<file path="src/rtl/rv32i_pkg.sv">
// Shared RV32I encodings, ALU operation codes and immediate decoding
// for the single-cycle core.
package rv32i_pkg;

  localparam logic [6:0] OP_LUI    = 7'b0110111;
  localparam logic [6:0] OP_AUIPC  = 7'b0010111;
  localparam logic [6:0] OP_JAL    = 7'b1101111;
  localparam logic [6:0] OP_JALR   = 7'b1100111;
  localparam logic [6:0] OP_BRANCH = 7'b1100011;
  localparam logic [6:0] OP_LOAD   = 7'b0000011;
  localparam logic [6:0] OP_STORE  = 7'b0100011;
  localparam logic [6:0] OP_IMM    = 7'b0010011;
  localparam logic [6:0] OP_OP     = 7'b0110011;
  localparam logic [6:0] OP_SYSTEM = 7'b1110011;
  localparam logic [6:0] OP_FENCE  = 7'b0001111;

  localparam logic [2:0] F3_BEQ  = 3'b000;
  localparam logic [2:0] F3_BNE  = 3'b001;
  localparam logic [2:0] F3_BLT  = 3'b100;
  localparam logic [2:0] F3_BGE  = 3'b101;
  localparam logic [2:0] F3_BLTU = 3'b110;
  localparam logic [2:0] F3_BGEU = 3'b111;

  localparam logic [2:0] F3_LB  = 3'b000;
  localparam logic [2:0] F3_LH  = 3'b001;
  localparam logic [2:0] F3_LW  = 3'b010;
  localparam logic [2:0] F3_LBU = 3'b100;
  localparam logic [2:0] F3_LHU = 3'b101;

  localparam logic [2:0] F3_SB = 3'b000;
  localparam logic [2:0] F3_SH = 3'b001;
  localparam logic [2:0] F3_SW = 3'b010;

  localparam logic [2:0] F3_ADD  = 3'b000;
  localparam logic [2:0] F3_SLL  = 3'b001;
  localparam logic [2:0] F3_SLT  = 3'b010;
  localparam logic [2:0] F3_SLTU = 3'b011;
  localparam logic [2:0] F3_XOR  = 3'b100;
  localparam logic [2:0] F3_SR   = 3'b101;
  localparam logic [2:0] F3_OR   = 3'b110;
  localparam logic [2:0] F3_AND  = 3'b111;

  typedef enum logic [3:0] {
    ALU_ADD, ALU_SUB, ALU_SLL, ALU_SLT, ALU_SLTU,
    ALU_XOR, ALU_SRL, ALU_SRA, ALU_OR, ALU_AND, ALU_PASS_B
  } alu_op_t;

  typedef enum logic [2:0] {IMM_I, IMM_S, IMM_B, IMM_U, IMM_J} imm_type_t;

  function automatic logic [31:0] gen_imm(input logic [31:0] instr, input imm_type_t imm_type);
    case (imm_type)
      IMM_I:   gen_imm = {{20{instr[31]}}, instr[31:20]};
      IMM_S:   gen_imm = {{20{instr[31]}}, instr[31:25], instr[11:7]};
      IMM_B:   gen_imm = {{19{instr[31]}}, instr[31], instr[7], instr[30:25], instr[11:8], 1'b0};
      IMM_U:   gen_imm = {instr[31:12], 12'b0};
      IMM_J:   gen_imm = {{11{instr[31]}}, instr[31], instr[19:12], instr[20], instr[30:21], 1'b0};
      default: gen_imm = 32'h0;
    endcase
  endfunction

  // Register-register and register-immediate forms share funct3; SUB only exists in the register form.
  function automatic alu_op_t alu_from_f3(input logic [2:0] f3, input logic alt, input logic allow_sub);
    case (f3)
      F3_ADD:  alu_from_f3 = (alt && allow_sub) ? ALU_SUB : ALU_ADD;
      F3_SLL:  alu_from_f3 = ALU_SLL;
      F3_SLT:  alu_from_f3 = ALU_SLT;
      F3_SLTU: alu_from_f3 = ALU_SLTU;
      F3_XOR:  alu_from_f3 = ALU_XOR;
      F3_SR:   alu_from_f3 = alt ? ALU_SRA : ALU_SRL;
      F3_OR:   alu_from_f3 = ALU_OR;
      F3_AND:  alu_from_f3 = ALU_AND;
      default: alu_from_f3 = ALU_ADD;
    endcase
  endfunction

endpackage

</file>
<file path="src/rtl/rv32i_alu.sv">
// Combinational RV32I ALU with equality and signed/unsigned compare flags
// (a against b) used for branch resolution.
module rv32i_alu
  import rv32i_pkg::*;
(
  input  logic [31:0] a,
  input  logic [31:0] b,
  input  logic [3:0]  alu_op,
  output logic [31:0] result,
  output logic        eq,
  output logic        lt,
  output logic        ltu
);

  logic [4:0] shamt;

  assign shamt = b[4:0];
  assign eq    = (a == b);
  assign lt    = ($signed(a) < $signed(b));
  assign ltu   = (a < b);

  always_comb begin
    result = 32'h0;
    case (alu_op_t'(alu_op))
      ALU_ADD:    result = a + b;
      ALU_SUB:    result = a - b;
      ALU_SLL:    result = a << shamt;
      ALU_SLT:    result = {31'b0, lt};
      ALU_SLTU:   result = {31'b0, ltu};
      ALU_XOR:    result = a ^ b;
      ALU_SRL:    result = a >> shamt;
      ALU_SRA:    result = $unsigned($signed(a) >>> shamt);
      ALU_OR:     result = a | b;
      ALU_AND:    result = a & b;
      ALU_PASS_B: result = b;
      default:    result = 32'h0;
    endcase
  end

endmodule

</file>
<file path="src/rtl/rv32i_single_cycle_core.sv">
// Single-cycle RV32I core: fetch, decode, execute, memory access and
// writeback all complete within one enabled clock.
module rv32i_single_cycle_core
  import rv32i_pkg::*;
#(
  parameter logic [31:0] RESET_PC = 32'h0000_0000,
  parameter int          XLEN     = 32
) (
  input  logic            i_clk,
  input  logic            i_rst,
  input  logic            i_clk_ce,
  output logic [XLEN-1:0] o_addr_i,
  input  logic [XLEN-1:0] i_data_in_i,
  output logic [XLEN-1:0] o_addr_d,
  input  logic [XLEN-1:0] i_data_rd_d,
  output logic [3:0]      o_wr_d,
  output logic            o_rd_d,
  output logic [XLEN-1:0] o_data_wr_d
);

  logic [31:0] pc_reg, pc_next;
  logic [31:0] rf_reg [1:31];

  logic [31:0] instr;
  logic [6:0]  opcode;
  logic [4:0]  rd, rs1, rs2;
  logic [2:0]  f3;
  logic [31:0] rs1_val, rs2_val, imm;

  imm_type_t   imm_type;
  alu_op_t     alu_op;
  logic        a_is_pc, b_is_imm;
  logic        rd_we, is_load, is_store, is_branch, is_jal, is_jalr;

  logic [31:0] alu_a, alu_b, alu_result;
  logic        alu_eq, alu_lt, alu_ltu, branch_taken;
  logic [31:0] pc_plus4, pc_plus_imm, load_val, wb_val;
  logic [31:0] byte_word, half_word, store_data;
  logic [3:0]  store_strobe;

  assign instr  = i_data_in_i;
  assign opcode = instr[6:0];
  assign rd     = instr[11:7];
  assign f3     = instr[14:12];
  assign rs1    = instr[19:15];
  assign rs2    = instr[24:20];

  assign rs1_val = (rs1 == 5'd0) ? 32'h0 : rf_reg[rs1];
  assign rs2_val = (rs2 == 5'd0) ? 32'h0 : rf_reg[rs2];
  assign imm     = gen_imm(instr, imm_type);

  always_comb begin
    imm_type  = IMM_I;
    alu_op    = ALU_ADD;
    a_is_pc   = 1'b0;
    b_is_imm  = 1'b1;
    rd_we     = 1'b0;
    is_load   = 1'b0;
    is_store  = 1'b0;
    is_branch = 1'b0;
    is_jal    = 1'b0;
    is_jalr   = 1'b0;
    case (opcode)
      OP_LUI:    begin imm_type = IMM_U; alu_op = ALU_PASS_B; rd_we = 1'b1; end
      OP_AUIPC:  begin imm_type = IMM_U; a_is_pc = 1'b1; rd_we = 1'b1; end
      OP_JAL:    begin imm_type = IMM_J; is_jal = 1'b1; rd_we = 1'b1; end
      OP_JALR:   begin is_jalr = 1'b1; rd_we = 1'b1; end
      OP_BRANCH: begin imm_type = IMM_B; b_is_imm = 1'b0; is_branch = 1'b1; end
      OP_LOAD: begin
        if (f3 == F3_LB || f3 == F3_LH || f3 == F3_LW || f3 == F3_LBU || f3 == F3_LHU) begin
          is_load = 1'b1;
          rd_we   = 1'b1;
        end
      end
      OP_STORE: begin
        imm_type = IMM_S;
        is_store = (f3 == F3_SB || f3 == F3_SH || f3 == F3_SW);
      end
      OP_IMM:    begin alu_op = alu_from_f3(f3, instr[30], 1'b0); rd_we = 1'b1; end
      OP_OP:     begin alu_op = alu_from_f3(f3, instr[30], 1'b1); b_is_imm = 1'b0; rd_we = 1'b1; end
      OP_FENCE, OP_SYSTEM: ;
      default: ;
    endcase
  end

  assign alu_a = a_is_pc ? pc_reg : rs1_val;
  assign alu_b = b_is_imm ? imm : rs2_val;

  rv32i_alu u_alu (
    .a      (alu_a),
    .b      (alu_b),
    .alu_op (alu_op),
    .result (alu_result),
    .eq     (alu_eq),
    .lt     (alu_lt),
    .ltu    (alu_ltu)
  );

  always_comb begin
    branch_taken = 1'b0;
    case (f3)
      F3_BEQ:  branch_taken = alu_eq;
      F3_BNE:  branch_taken = !alu_eq;
      F3_BLT:  branch_taken = alu_lt;
      F3_BGE:  branch_taken = !alu_lt;
      F3_BLTU: branch_taken = alu_ltu;
      F3_BGEU: branch_taken = !alu_ltu;
      default: branch_taken = 1'b0;
    endcase
  end

  assign pc_plus4    = pc_reg + 32'd4;
  assign pc_plus_imm = pc_reg + imm;

  always_comb begin
    pc_next = pc_plus4;
    if (is_jalr)
      pc_next = {alu_result[31:1], 1'b0};
    else if (is_jal || (is_branch && branch_taken))
      pc_next = pc_plus_imm;
  end

  // Memory returns the aligned word; shift the addressed lane down to bit 0.
  assign byte_word = i_data_rd_d >> {alu_result[1:0], 3'b000};
  assign half_word = i_data_rd_d >> {alu_result[1], 4'b0000};

  always_comb begin
    load_val = i_data_rd_d;
    case (f3)
      F3_LB:   load_val = {{24{byte_word[7]}}, byte_word[7:0]};
      F3_LH:   load_val = {{16{half_word[15]}}, half_word[15:0]};
      F3_LBU:  load_val = {24'b0, byte_word[7:0]};
      F3_LHU:  load_val = {16'b0, half_word[15:0]};
      default: load_val = i_data_rd_d;
    endcase
  end

  always_comb begin
    store_strobe = 4'b1111;
    store_data   = rs2_val;
    case (f3)
      F3_SB: begin
        store_strobe = 4'b0001 << alu_result[1:0];
        store_data   = {4{rs2_val[7:0]}};
      end
      F3_SH: begin
        store_strobe = 4'b0011 << {alu_result[1], 1'b0};
        store_data   = {2{rs2_val[15:0]}};
      end
      default: ;
    endcase
  end

  assign wb_val = is_load ? load_val : ((is_jal || is_jalr) ? pc_plus4 : alu_result);

  // Reset gates the data port combinationally so an in-flight store is dropped at once.
  assign o_addr_i    = pc_reg;
  assign o_rd_d      = i_rst && i_clk_ce && is_load;
  assign o_wr_d      = (i_rst && i_clk_ce && is_store) ? store_strobe : 4'b0000;
  assign o_addr_d    = (i_rst && (is_load || is_store)) ? alu_result : 32'h0;
  assign o_data_wr_d = (i_rst && is_store) ? store_data : 32'h0;

  always_ff @(posedge i_clk or negedge i_rst) begin
    if (!i_rst)
      pc_reg <= RESET_PC;
    else if (i_clk_ce)
      pc_reg <= pc_next;
  end

  always_ff @(posedge i_clk) begin
    if (i_clk_ce && rd_we && (rd != 5'd0))
      rf_reg[rd] <= wb_val;
  end

endmodule

</file>
<file path="config.mk">
export PLATFORM = sky130hd
export DESIGN_NAME = rv32i_single_cycle_core
export DESIGN_NICKNAME = d
export VERILOG_FILES = /design/src/rtl/rv32i_pkg.sv /design/src/rtl/rv32i_alu.sv /design/src/rtl/rv32i_single_cycle_core.sv
export SDC_FILE = /design/constraint.sdc
export NUM_CORES = 2
export LEC_CHECK = 0
export ABC_CLOCK_PERIOD_IN_PS = 7500
export BUFFER_PORTS_ARGS = -buffer_cell sky130_fd_sc_hd__buf_4
export CAP_MARGIN = 15
export CELL_PAD_IN_SITES_DETAIL_PLACEMENT = 0
export CELL_PAD_IN_SITES_GLOBAL_PLACEMENT = 1
export CORE_MARGIN = 4
export CORE_UTILIZATION = 49
export CTS_BUF_LIST = sky130_fd_sc_hd__clkbuf_4
export DETAILED_ROUTE_END_ITERATION = 7
export PLACE_DENSITY_LB_ADDON = 0.12
export REMOVE_ABC_BUFFERS = 1
export SYNTH_ARGS = -nofsm -noshare
export SYNTH_HDL_FRONTEND = slang
export SYNTH_HIERARCHICAL = 1
export SYNTH_SLANG_ARGS = --single-unit
</file>
<file path="constraint.sdc">
create_clock -name i_clk -period 7.5 [get_ports i_clk]
set_input_delay 0.75 -clock i_clk [delete_from_list [all_inputs] [get_ports i_clk]]
set_output_delay 0.75 -clock i_clk [all_outputs]
set_load 0.02 [all_outputs]
</file>
== Word level (Yosys, flattened, before mapping) ==
Memory sizes are Yosys's and may differ from the RTL's.
Index checks and enable logic that the tools add are counted.
Storage, ports and cells
  flip-flop bits (word level): 32
  input bits: 67
  memory bits (writable): 992
  output and inout port bits: 101
  memories: 1
Cells by class
  equality and inequality tests: 31
  muxes and demuxes: 33
  order comparisons: 2
  reductions and logical operators: 27
  bitwise gates (word level): 3
  shift operators: 7
  add/sub/neg operators: 4
Memory list
  rf_reg: depth 31, bits a word 32, read ports 2, clocked after memory_dff 0, write ports 1, RTL line rv32i_single_cycle_core.sv:22  | logic [31:0] rf_reg [1:31];
Operators by type and width (number)
  one-hot mux 32 bit (11 select lines): 1
  two-way mux 32 bit: 10
  one-hot mux 32 bit (5 select lines): 1
  one-hot mux 32 bit (4 select lines): 1
  adder 32 bit: 2
  less-than comparator 32 bit: 2
  one-hot mux 32 bit (2 select lines): 1
  one-hot mux 4 bit (8 select lines): 2
  adder 32 x 3 -> 32 bit (second input constant): 1
  bitwise AND 32 bit: 1
  equality test 32 bit: 1
  OR 32 bit: 1
  left shift 32 x 5 -> 32 bit: 1
  right shift 32 x 5 -> 16 bit: 1
  right shift 32 x 5 -> 32 bit: 1
  right shift 32 x 5 -> 8 bit: 1
  >>> shifter 32 x 5 -> 32 bit: 1
  subtractor 32 bit: 1
  XOR 32 bit: 1
  equality test 7 x 6 -> 1 bit (second input constant): 3
  equality test 7 bit (second input constant): 3
  equality test 4 x 3 -> 1 bit (second input constant): 4
  equality test 3 bit (second input constant): 5
  equality test 7 x 5 -> 1 bit (second input constant): 2
  other kinds (24): 59

== Depth between registers and ports, before layout ==
  word-level depth: 13
  depth in mapped cells: 34
  mapped depth without buffers: 29

== By module ==
Netlist, hierarchy kept.
Modules (own cells, without submodules)
  rv32i_single_cycle_core: area each 52574.2 µm², cells each 3208, instances 1, sequential area each 30589.3 µm²
  rv32i_alu: area each 9039.9 µm², cells each 1392, instances 1, sequential area each 0.0 µm²

== Worst setup path before layout ==
Ideal clock, no wire load.
  path type: input to register
  start: input port i_data_in_i[20]
  end: memory rf_reg[10][23] (data pin)
  data arrival time: 8.556 ns
  slack: -1.526 ns
  stages: 27
  library setup time: 0.470 ns
  required time: 7.030 ns
  path through: buf_4 buf_2 mux4_2 mux4_2 mux2_2 nand2_1 o21ai_0 clkinv_1 buf_1 clkbuf_1 clkbuf_1 ha_1 buf_2 nor2_1 o221ai_2 a211oi_2 a21oi_1 o211a_1 nor2_1 nor2_1 o21ai_0 o31ai_1 mux4_2 nor2_1 a211oi_1 nor2_1 a221oi_1
Between the ends
  longest elaborated chain between the ends: 8
RTL lines
  start, declared: RTL line rv32i_single_cycle_core.sv:13  | input logic [XLEN-1:0] i_data_in_i,
  memory read (31 x 32 bit) / logical NOT 5 bit (equally long branches)
  two-way mux 32 bit *: RTL line rv32i_single_cycle_core.sv:49  | assign rs2_val = (rs2 == 5'd0) ? 32'h0 : rf_reg[rs2];
  two-way mux 32 bit *: RTL line rv32i_single_cycle_core.sv:87  | assign alu_b = b_is_imm ? imm : rs2_val;
  named net alu_b[2]: RTL line rv32i_single_cycle_core.sv:35  | logic [31:0] alu_a, alu_b, alu_result;
  less-than comparator 32 bit (tied with other cells): RTL line rv32i_alu.sv:20  | assign ltu = (a < b);
  one-hot mux 32 bit (11 select lines) *: RTL line rv32i_alu.sv:24  | case (alu_op_t'(alu_op))
  named net alu_result[0]: RTL line rv32i_single_cycle_core.sv:35
  right shift 32 x 5 -> 8 bit *: RTL line rv32i_single_cycle_core.sv:124  | assign byte_word = i_data_rd_d >> {alu_result[1:0], 3'b000};
  one-hot mux 32 bit (4 select lines) *: RTL line rv32i_single_cycle_core.sv:129  | case (f3)
  two-way mux 32 bit *: RTL line rv32i_single_cycle_core.sv:154  | assign wb_val = is_load ? load_val : ((is_jal || is_jalr) ? pc_plus4 : alu_result);
  named net wb_val[23]: RTL line rv32i_single_cycle_core.sv:37  | logic [31:0] pc_plus4, pc_plus_imm, load_val, wb_val;
  end, declared: RTL line rv32i_single_cycle_core.sv:22
Mark *: on every way through the listed nets, which the timed path passes. The rest lies on a longest branch.

==> flow_summary.ini <==
[outcome]
outcome = complete, no violations

[run]
cap_violations = 0

[layout]
fill_cells = 10053
largest_reg_flops = 992
utilization_pct = 59.10
fin_area_um2 = 73450
drive_gt1_share_pct = 36.33
seqCellArea_um2 = 30590
area_delta_synth_final_pct = 19.20
fin_nets = 5523
multi_input_area_um2 = 30150

[clocking]
cts.clk_slew.worst_paths_ns = 0.05
clock_latency_ns = 1.27
clkSinkCount = 1024
cts_tree = done
clk_path_buf_depth = 4
h-tree-depth = 5
cts-root-buf = clkbuf_4
cts_made_buffers = 285

[place]
dpl.hpwl_um = 196300
io_buffers = 167
gp_congestion = 1.083
placed_area_um2 = 69310
detailedPlace.worstSlack_ns = -1.023

[setup_path]
cp_max_fo = 7
critPathKind = reg -> out
required_ns = 6.75
cp-end-kind = output pin
cp.arrival_ns = 6.66
critPathLaunchType = flip-flop

[synthesis]
avgSynthCellArea_um2 = 13.39
ys_ff_latch = 1024
synth_edf_count = 992
synth_area_leaders = edfxtp_1 (48%), mux4_2 (20%), mux2i_1 (3.7%)
synth.cell_area_um2 = 61610
yosysWarnings = 6
netlist.area_leader.share_pct = 48.35
synth_cell_types = 99
yosysMostFrequentCell = edfxtp_1
synth_top_area_cell = edfxtp_1
synth_common_cells = edfxtp_1 (992), mux4_2 (550), nor2_1 (381)
synth_ff_type = edfxtp_1
async_flop_share_pct = 3.125
synthesis.instances = 4600
ys_seq_area_share_pct = 49.65

[sta]
drv_slew = 0
tns_ns = 0
hold_viol_final = 0
slew_headroom_pct = 7.480
tightestPinTransition_ns = 1.382
finalClockSkew_ns = 0.1270
min_period_over_period_pct = 98.75
layout_min_cycle_time_ns = 7.406
timing.fmax_mhz = 135.0
hold_slack_ns = 0.1170
setup_ws_ns = 0.09394
setup_viol_count_final = 0

[floorplanning]
core_area_um2 = 124300
die_h_um = 362.6
start_util_pct = 49.58
dieWidth_um = 362.6
fp-row-count = 129
die_area_um2 = 131500
pin_count = 168

[routing]
ant_nets = 0
vias = 50424
wirelength_um = 275400
via_per_inst = 7.053
firstDrtPassIters = 6
post_drt_wl_per_cell_um = 38.53
drt-initial-drc-count = 7903
drc = 0

[grt]
gr-total-overflow = 0
grt_pass1_wl_um = 376600
grt_use_total_pct = 41.41
antenna_found_initial = 23
grt_max_degree = 89
first_global_vias = 48372

[power]
vdd_drop_max_v = 0.0002299
power.density_nw_per_um2 = 231.7
leakagePower_nw = 26.46

[hold_path]
hp-class = in -> async
repair_timing:
item	4_1_cts	5_1_grt
endpoints found under the setup margin	55	19
endpoints found under the hold margin	33	0
resized for setup	90	66
cloned	1	1
hold buffers	2	0
buffers inserted	8	14
pin swaps	22	27
report_power, final:
part	leakage (nW)	switching (W)	internal, W
Clock	1.94	0.00233	0.00237
Sequential	9.30	0.000149	0.00681
Combinational	15.2	0.00340	0.00196
Total	26.5	0.00588	0.0111
worst max-delay path: stages (launching register included):
cell and delay [ns]:
edfxtp_1 0.41, mux4_2 0.49, mux4_2 0.48, a21oi_1 0.43
o21ai_0 0.29, buf_4 0.27, ha_1 0.33, o21ai_0 0.28
a311oi_2 0.17, o211ai_1 0.23, o211a_1 0.21, nor2_1 0.06
buf_4 0.13, nor2_2 0.14, o21ai_4 0.14, o31ai_4 0.60
nor2b_1 0.23, nand2b_2 0.25, a21oi_2 0.09, buf_4 0.17
stage by stage:
stage                     cells  power [W]
after floorplan            4247   0.009319
after CTS                  7111    0.01682
after detailed placement   6646    0.01208
after global placement     6643    0.01207
final                      7149    0.01702
after global routing       7133    0.01759
cell families (layout without fill, tap and decap cells):
group | after synthesis | in the layout | synth area share [%]
compound gates | 1044 | 1044 | 11.01
xor+xnor | 58 | 58 | 0.8245
fa+ha+maj | 134 | 134 | 2.758
buf+inv | 468 | 1357 | 3.211
flops | 1024 | 1024 | 49.65
mux | 832 | 832 | 24.79
other cells | 0 | 23 | 0
simple gates | 1040 | 1040 | 7.753
placed cells by master (no fill, tap or decap), types with 23 or more instances in the layout:
cell type and instances:
o221ai_1 27, nand2_1 308, buf_4 693, a31oi_1 28
ha_1 123, o22ai_1 50, a21oi_1 271, a221oi_1 41
inv_1 107, o211ai_1 44, buf_12 71, clkbuf_4 380
nand2b_1 36, mux2_2 48, edfxtp_1 992, nor2b_1 62
nand3_1 49, o21ai_1 27, diode_2 23, clkinv_1 50
mux2i_1 223, mux4_2 550, dfrtp_1 32, xnor2_1 32
nor2_4 34, a21o_1 50, nor2_1 336, xor2_1 26
nor3_1 43, o21ai_0 202, a211oi_1 49
path summary, 6_finish.rpt:
| check | startpoint | endpoint | slack, ns | cells past startpoint |
|---|---|---|---|---|
| worst max-delay path | rf_reg[7][13]$_DFFE_PP_ | o_wr_d[2] | 0.09 | 19 |
| worst min-delay path | i_rst | o_addr_i[7]$_DFFE_PN0P_ | 0.12 | 2 |
| worst max register to register | rf_reg[7][13]$_DFFE_PP_ | rf_reg[18][21]$_DFFE_PP_ | 0.32 | 22 |
| max in group asynchronous | i_rst | o_addr_i[28]$_DFFE_PN0P_ | 6.96 | 2 |
| worst min register to register | o_addr_i[26]$_DFFE_PN0P_ | o_addr_i[26]$_DFFE_PN0P_ | 0.73 | 2 |
| min in group i_clk | i_data_rd_d[16] | rf_reg[17][16]$_DFFE_PP_ | 0.18 | 4 |
final cells by class:
| class | instances | share of cell area, % |
|---|---|---|
| flip-flops and latches | 1024 | 41.65 |
| multi-input cells | 3108 | 41.05 |
| repair buffers | 788 | 9.513 |
| clock buffers | 380 | 3.884 |
| well taps | 1637 | 2.789 |
| inverters | 115 | 0.5877 |
| clock inverters | 74 | 0.4480 |
| diodes | 23 | 0.07836 |
routing by layer:
metal | share of wire (%) | global-route usage, % | vias up | wire (um)
met4 | 6.1 | 21.55 | 10 | 16910
met1 | 37 | 56.63 | 25531 | 103300
met2 | 42 | 57.93 | 4105 | 114700
met5 | 0.099 | 1.162 | - | 274
met3 | 15 | 15.22 | 643 | 40250
li1 | - | - | 20135 | -
No activity file was read; power rests on OpenSTA's default activity.
